`config.mk`:
```
export PLATFORM = sky130hd
export DESIGN_NAME = game_ctrl_flat
export DESIGN_NICKNAME = d
export VERILOG_FILES = /design/src/rtl/game_ctrl_if.sv /design/src/rtl/game_ctrl.sv /design/src/flat_wrapper.sv
export SDC_FILE = /design/constraint.sdc
export NUM_CORES = 1
export LEC_CHECK = 0
export ABC_CLOCK_PERIOD_IN_PS = 1800
export CORE_MARGIN = 2
export CORE_UTILIZATION = 48
export DETAILED_ROUTE_END_ITERATION = 8
export HOLD_SLACK_MARGIN = 0.15
export PLACE_DENSITY_LB_ADDON = 0.08
export SLEW_MARGIN = 10
export SYNTH_ARGS = -nofsm -noshare
export SYNTH_HDL_FRONTEND = slang
export SYNTH_SLANG_ARGS = --single-unit
```
`constraint.sdc`:
```
create_clock -name iCLK -period 1.8 [get_ports iCLK]
set_input_delay 0.36 -clock iCLK [delete_from_list [all_inputs] [get_ports iCLK]]
set_output_delay 0.36 -clock iCLK [all_outputs]
set_load 0.02 [all_outputs]
```
`src/rtl/game_ctrl_if.sv`:
```
// Ball-game control bus: frame tick, start key and ball-stage flags in;
// ball hold, score, lives, state and game-over status out.
interface game_ctrl_if;
    logic        iTick;
    logic        iStart;
    logic [3:0]  iFlag;
    logic        oBall_RST_n;
    logic [15:0] oScore;
    logic [1:0]  oLives;
    logic [1:0]  oState;
    logic        oGame_Over;

    modport master (
        output iTick, iStart, iFlag,
        input  oBall_RST_n, oScore, oLives, oState, oGame_Over
    );

    modport slave (
        input  iTick, iStart, iFlag,
        output oBall_RST_n, oScore, oLives, oState, oGame_Over
    );
endinterface

```
`src/rtl/game_ctrl.sv`:
```
// Game sequencer: IDLE -> SERVE (timed hold) -> PLAY -> SERVE/OVER, with a
// saturating 4-digit BCD score and a lives counter. Every output is a flop.
module game_ctrl #(
    parameter int LIVES_INIT  = 3,
    parameter int SERVE_DELAY = 60
) (
    input  logic       iCLK,
    input  logic       iRST_n,
    game_ctrl_if.slave bus
);
    typedef enum logic [1:0] {IDLE = 2'd0, SERVE = 2'd1, PLAY = 2'd2, OVER = 2'd3} state_t;

    localparam logic [1:0] LIVES_L = 2'(LIVES_INIT);
    localparam logic [7:0] DELAY_L = 8'(SERVE_DELAY);

    state_t      state_q, state_d;
    logic [15:0] score_q, score_d;
    logic [1:0]  lives_q, lives_d;
    logic [7:0]  cnt_q, cnt_d;
    logic [3:0]  flag_q;
    logic        start_q;
    logic        arm_q;
    logic        ball_rst_n_q;
    logic        game_over_q;

    logic        start_evt, hit_evt, miss_evt;
    logic [15:0] score_inc;
    logic        carry;

    // A start key still held from before reset must be released once before it can start a game.
    assign start_evt = bus.iStart & ~start_q & arm_q;
    assign hit_evt   = (bus.iFlag[3:2] == 2'b01) && (flag_q[3:2] != 2'b01);
    assign miss_evt  = (bus.iFlag == 4'hF) && (flag_q != 4'hF);

    always_comb begin
        score_inc = score_q;
        carry     = 1'b1;
        for (int i = 0; i < 4; i++) begin
            if (carry) begin
                if (score_q[i*4 +: 4] == 4'd9) begin
                    score_inc[i*4 +: 4] = 4'd0;
                end else begin
                    score_inc[i*4 +: 4] = score_q[i*4 +: 4] + 4'd1;
                    carry               = 1'b0;
                end
            end
        end
    end

    always_comb begin
        state_d = state_q;
        score_d = score_q;
        lives_d = lives_q;
        cnt_d   = cnt_q;
        case (state_q)
            IDLE, OVER: begin
                if (start_evt) begin
                    state_d = SERVE;
                    score_d = 16'h0000;
                    lives_d = LIVES_L;
                    cnt_d   = DELAY_L;
                end
            end
            SERVE: begin
                if (bus.iTick) begin
                    cnt_d = cnt_q - 8'd1;
                    if (cnt_q == 8'd1) state_d = PLAY;
                end
            end
            PLAY: begin
                if (hit_evt) begin
                    if (score_q != 16'h9999) score_d = score_inc;
                end else if (miss_evt) begin
                    if (lives_q > 2'd1) begin
                        lives_d = lives_q - 2'd1;
                        state_d = SERVE;
                        cnt_d   = DELAY_L;
                    end else begin
                        lives_d = 2'd0;
                        state_d = OVER;
                    end
                end
            end
            default: state_d = IDLE;
        endcase
    end

    always_ff @(posedge iCLK or negedge iRST_n) begin
        if (!iRST_n) begin
            state_q      <= IDLE;
            score_q      <= 16'h0000;
            lives_q      <= LIVES_L;
            cnt_q        <= 8'd0;
            flag_q       <= 4'h0;
            start_q      <= 1'b0;
            arm_q        <= 1'b0;
            ball_rst_n_q <= 1'b0;
            game_over_q  <= 1'b0;
        end else begin
            state_q      <= state_d;
            score_q      <= score_d;
            lives_q      <= lives_d;
            cnt_q        <= cnt_d;
            flag_q       <= bus.iFlag;
            start_q      <= bus.iStart;
            arm_q        <= arm_q | ~bus.iStart;
            ball_rst_n_q <= (state_d == PLAY);
            game_over_q  <= (state_d == OVER);
        end
    end

    assign bus.oState      = state_q;
    assign bus.oScore      = score_q;
    assign bus.oLives      = lives_q;
    assign bus.oBall_RST_n = ball_rst_n_q;
    assign bus.oGame_Over  = game_over_q;
endmodule

```
`src/flat_wrapper.sv`:
```
// flat-port wrapper written by rule: the top's interface ports become plain ports
module game_ctrl_flat 
#(
    parameter int LIVES_INIT  = 3,
    parameter int SERVE_DELAY = 60
)
  (iCLK, iRST_n, bus_iTick, bus_iStart, bus_iFlag, bus_oBall_RST_n, bus_oScore, bus_oLives, bus_oState, bus_oGame_Over);
  game_ctrl_if bus_i ();
  input  logic iCLK;
  input  logic iRST_n;
  input wire logic [$bits(bus_i.iTick)-1:0] bus_iTick;
  input wire logic [$bits(bus_i.iStart)-1:0] bus_iStart;
  input wire logic [$bits(bus_i.iFlag)-1:0] bus_iFlag;
  output wire logic [$bits(bus_i.oBall_RST_n)-1:0] bus_oBall_RST_n;
  output wire logic [$bits(bus_i.oScore)-1:0] bus_oScore;
  output wire logic [$bits(bus_i.oLives)-1:0] bus_oLives;
  output wire logic [$bits(bus_i.oState)-1:0] bus_oState;
  output wire logic [$bits(bus_i.oGame_Over)-1:0] bus_oGame_Over;
  assign bus_i.iTick = bus_iTick;
  assign bus_i.iStart = bus_iStart;
  assign bus_i.iFlag = bus_iFlag;
  assign bus_oBall_RST_n = bus_i.oBall_RST_n;
  assign bus_oScore = bus_i.oScore;
  assign bus_oLives = bus_i.oLives;
  assign bus_oState = bus_i.oState;
  assign bus_oGame_Over = bus_i.oGame_Over;
  game_ctrl #(.LIVES_INIT(LIVES_INIT), .SERVE_DELAY(SERVE_DELAY)) u_core (.iCLK(iCLK), .iRST_n(iRST_n), .bus(bus_i));
endmodule
```
==> metrics.yaml <==
status: "finished with violations"
violations: "setup timing"
netlist_area_um2: 2017
critPathMaxStageDelay_ns: 0.43
cp_common_cell: "and3_4"
cpMaxStageDelayCell: "dfrtp_2"
ys_ff_latch: 36
cts-root-buf: "clkbuf_8"
htree_levels: 2
p_leak_nw: 1.386
maxCapViolations: 0
firstDrtPassIters: 4
hold_path_class: "in -> reg"
antenna_found_initial: 0
die_area_um2: 4736
grt_pass1_wl_mm: 7.707
slew_headroom_pct: 81.88
yosysSeqAreaShare_pct: 44.79
syn_inst: 206
crit_fanout: 6
layout.cells.non_filler: 335
ys_top_cells_by_area: "dfrtp_1 42%, ha_1 7.4%, o21ai_0 4.0%"
cts_inserted_buffers: 5
clock-sinks: 36
final-max-slew-violation-count: 0
yosysTopAreaCell: "dfrtp_1"
die_y_um: 68.82
finalSetupTns_ns: -0.1518
critical_path_class: "reg -> reg"
ctsLongestPathBuffers: 2
grt_pass1_vias: 1751
hpwlAfterDp_mm: 3.555
use_met2_pct: 37.98
grt_busiest_layer: "met2"
synth_flop_cell: "dfrtp_1"
setup_ws_ns: -0.07280
setup.worst_path.end_class: "flip-flop"
fin_crit_sh_pct: 104.0
grt_use_total_pct: 21.90
grt-ovfl-total: 0
syn_nets: 226
rsz0062_at_grt: "yes"
num_vias: 1863
skew_ns: 0.002320
r2r-start: "u_core.bus.oScore[8]"
grt_start_max_net_pins: 37
n_antenna_cell: 0
use_met3_pct: 4.383
pin_count: 30
synth-async-reset-ratio_pct: 100.0
cp-start-kind: "flip-flop"
grt_use_met1_pct: 26.72
holdWs_ns: 0.2364
ant_nets: 0
clk_latency_ns: 0.29
finalNetCount: 304
yosysMostFrequentCell: "dfrtp_1"
die_w_um: 68.82
routabilityCongestion: 0.8049
worst_ep_arrival_time_ns: 2.05
syn_to_final_growth_pct: 48.57
hold_viol_final: 0
initial_core_util_pct: 50.06
synth_top_area_share_pct: 42.18
syn_avg_cell_area_um2: 9.791
drt_iter0_drc: 100
startpoint: "u_core.bus.oScore[8]"
port_buffers: 29
wl_per_cell_um: 14.58
worst_ep_required_time_ns: 1.98
ir_worst_vdd_mv: 0.5309
wirelength_mm: 4.884
worst_pin_slew_ns: 0.2683
yosysWarningCount: 0
min-delay-start: "bus_iFlag[3]"
core_um2: 4029
ctsHoldBuffers: 0
nFillCells: 272
power_density_nw_per_um2: 800.6
path_cells: "ha_4 > and3b_2 > and3_4 > and3_4 > nor3b_4 > mux2_4"
yosys.cell_types.count: 50
post-route-drc-count: 0
clock.fmax_ghz: 0.5340
vias_per_cell: 5.561
finalCriticalPeriod_ns: 1.873
dp.cells: 319
pre_cts_slack_ns: -0.3096
ys_top_cells_by_count: "34 x dfrtp_1, 17 x inv_1, 16 x nand2_1, 16 x o21ai_0, 14 x nor2_1"
synth_edf_count: 0
worstPathBufferInverterCount: 0
total_power_mw: 2.399
cp_top_family: "simple AND/OR/NAND/NOR gates"
clk_pin_slew_ns: 0.07
fp-row-count: 23
cts_tree: "built"
setup_viol: 3
drive_gt1_share_pct: 36.14
==> final timing paths <==
check | endpoint | slack, ns | cells after the start
min in group asynchronous | u_core.bus.oScore[11] | 0.43 | 2
hold / removal | u_core.flag_q[3] | 0.24 | 1
setup / recovery | u_core.bus.oScore[8] | -0.07 | 6
hold reg to reg | u_core.arm_q | 0.46 | 1
setup reg to reg | u_core.bus.oScore[8] | -0.07 | 6
max in group asynchronous | u_core.bus.oLives[1] | 1.12 | 2
==> sequential cells by signal, summed over array words and instances (netlist names) <==
| register | cells |
|---|---|
| u_core.start_q | 1 |
| u_core.bus.oLives | 2 |
| u_core.bus.oState | 2 |
| u_core.bus.oBall_RST_n | 1 |
| u_core.cnt_q | 8 |
| u_core.bus.oScore | 16 |
| u_core.flag_q | 4 |
| u_core.arm_q | 1 |
| u_core.bus.oGame_Over | 1 |
==> layout make-up <==
cell class              instances  area (um2)  area share, %
flip-flops and latches         36       912.1          30.44
well taps                      50       62.56          2.088
clock inverters                 2       35.03          1.169
repair buffers                 76       671.9          22.42
clock buffers                   6       72.57          2.422
multi-input cells             148        1179          39.33
inverters                      17       63.81          2.129
==> cell families (layout without fill, tap and decap cells) <==
| kind of cell | Yosys count | after routing | share of synthesized area, % |
|---|---|---|---|
| XOR/XNOR | 1 | 1 | 0.4343 |
| AND/OR/NAND/NOR | 83 | 83 | 24.07 |
| multiplexers | 5 | 5 | 2.915 |
| AO/OA/AOI/OAI | 47 | 47 | 15.82 |
| adder cells (fa/ha/maj) | 12 | 12 | 7.444 |
| flip-flops | 36 | 36 | 44.79 |
| buffers and inverters | 22 | 101 | 4.528 |
==> cells in the final DEF (no fill, tap or decap), types with 4 or more instances in the layout <==
cell              n
nand4_1           5
clkbuf_8          5
nand3_1          11
a211o_1           4
a21oi_1           4
clkdlybuf4s50_1  21
nor2_1           14
dfrtp_2           7
inv_1            11
ha_4              4
dfrtp_1          27
buf_4            45
nand2_1          15
o21ai_2           4
nand2b_1          6
o31ai_1           4
o21ai_0          12
dlymetal6s2s_1    6
inv_2             6
ha_1              7
==> worst reg2reg max path, cell delays in order (launching register included) <==
cell	delay [ns]
dfrtp_2	0.43
ha_4	0.16
and3b_2	0.20
and3_4	0.17
and3_4	0.17
nor3b_4	0.29
mux2_4	0.33
==> repair_timing <==
item | 4_1_cts | 5_1_grt
setup buffers | 3 | 5
setup endpoints to repair | 8 | 27
pin swaps | 5 | 5
gates resized for setup | 7 | 25
==> metal layers <==
metal / part of all wire (%) / vias up
met5: 0 / -
met4: 1.6 / 0
met3: 4.4 / 9
met2: 50 / 42
met1: 44 / 911
li1: - / 901
==> where the power goes <==
part / total (mW) / internal (mW) / switching (mW)
Sequential: 0.936 / 0.878 / 0.0584
Combinational: 0.751 / 0.368 / 0.383
Clock: 0.712 / 0.411 / 0.301
Total: 2.40 / 1.66 / 0.743
==> per-stage QoR <==
stage | area, um2 | utilization [%]
finish | 2997 | 74.38
global route | 2997 | 74.38
CTS | 2868 | 71.18
detailed placement | 2723 | 67.58
global placement | 2723 | 67.58
floorplan | 2092 | -
(Power assumes the default switching activity.)
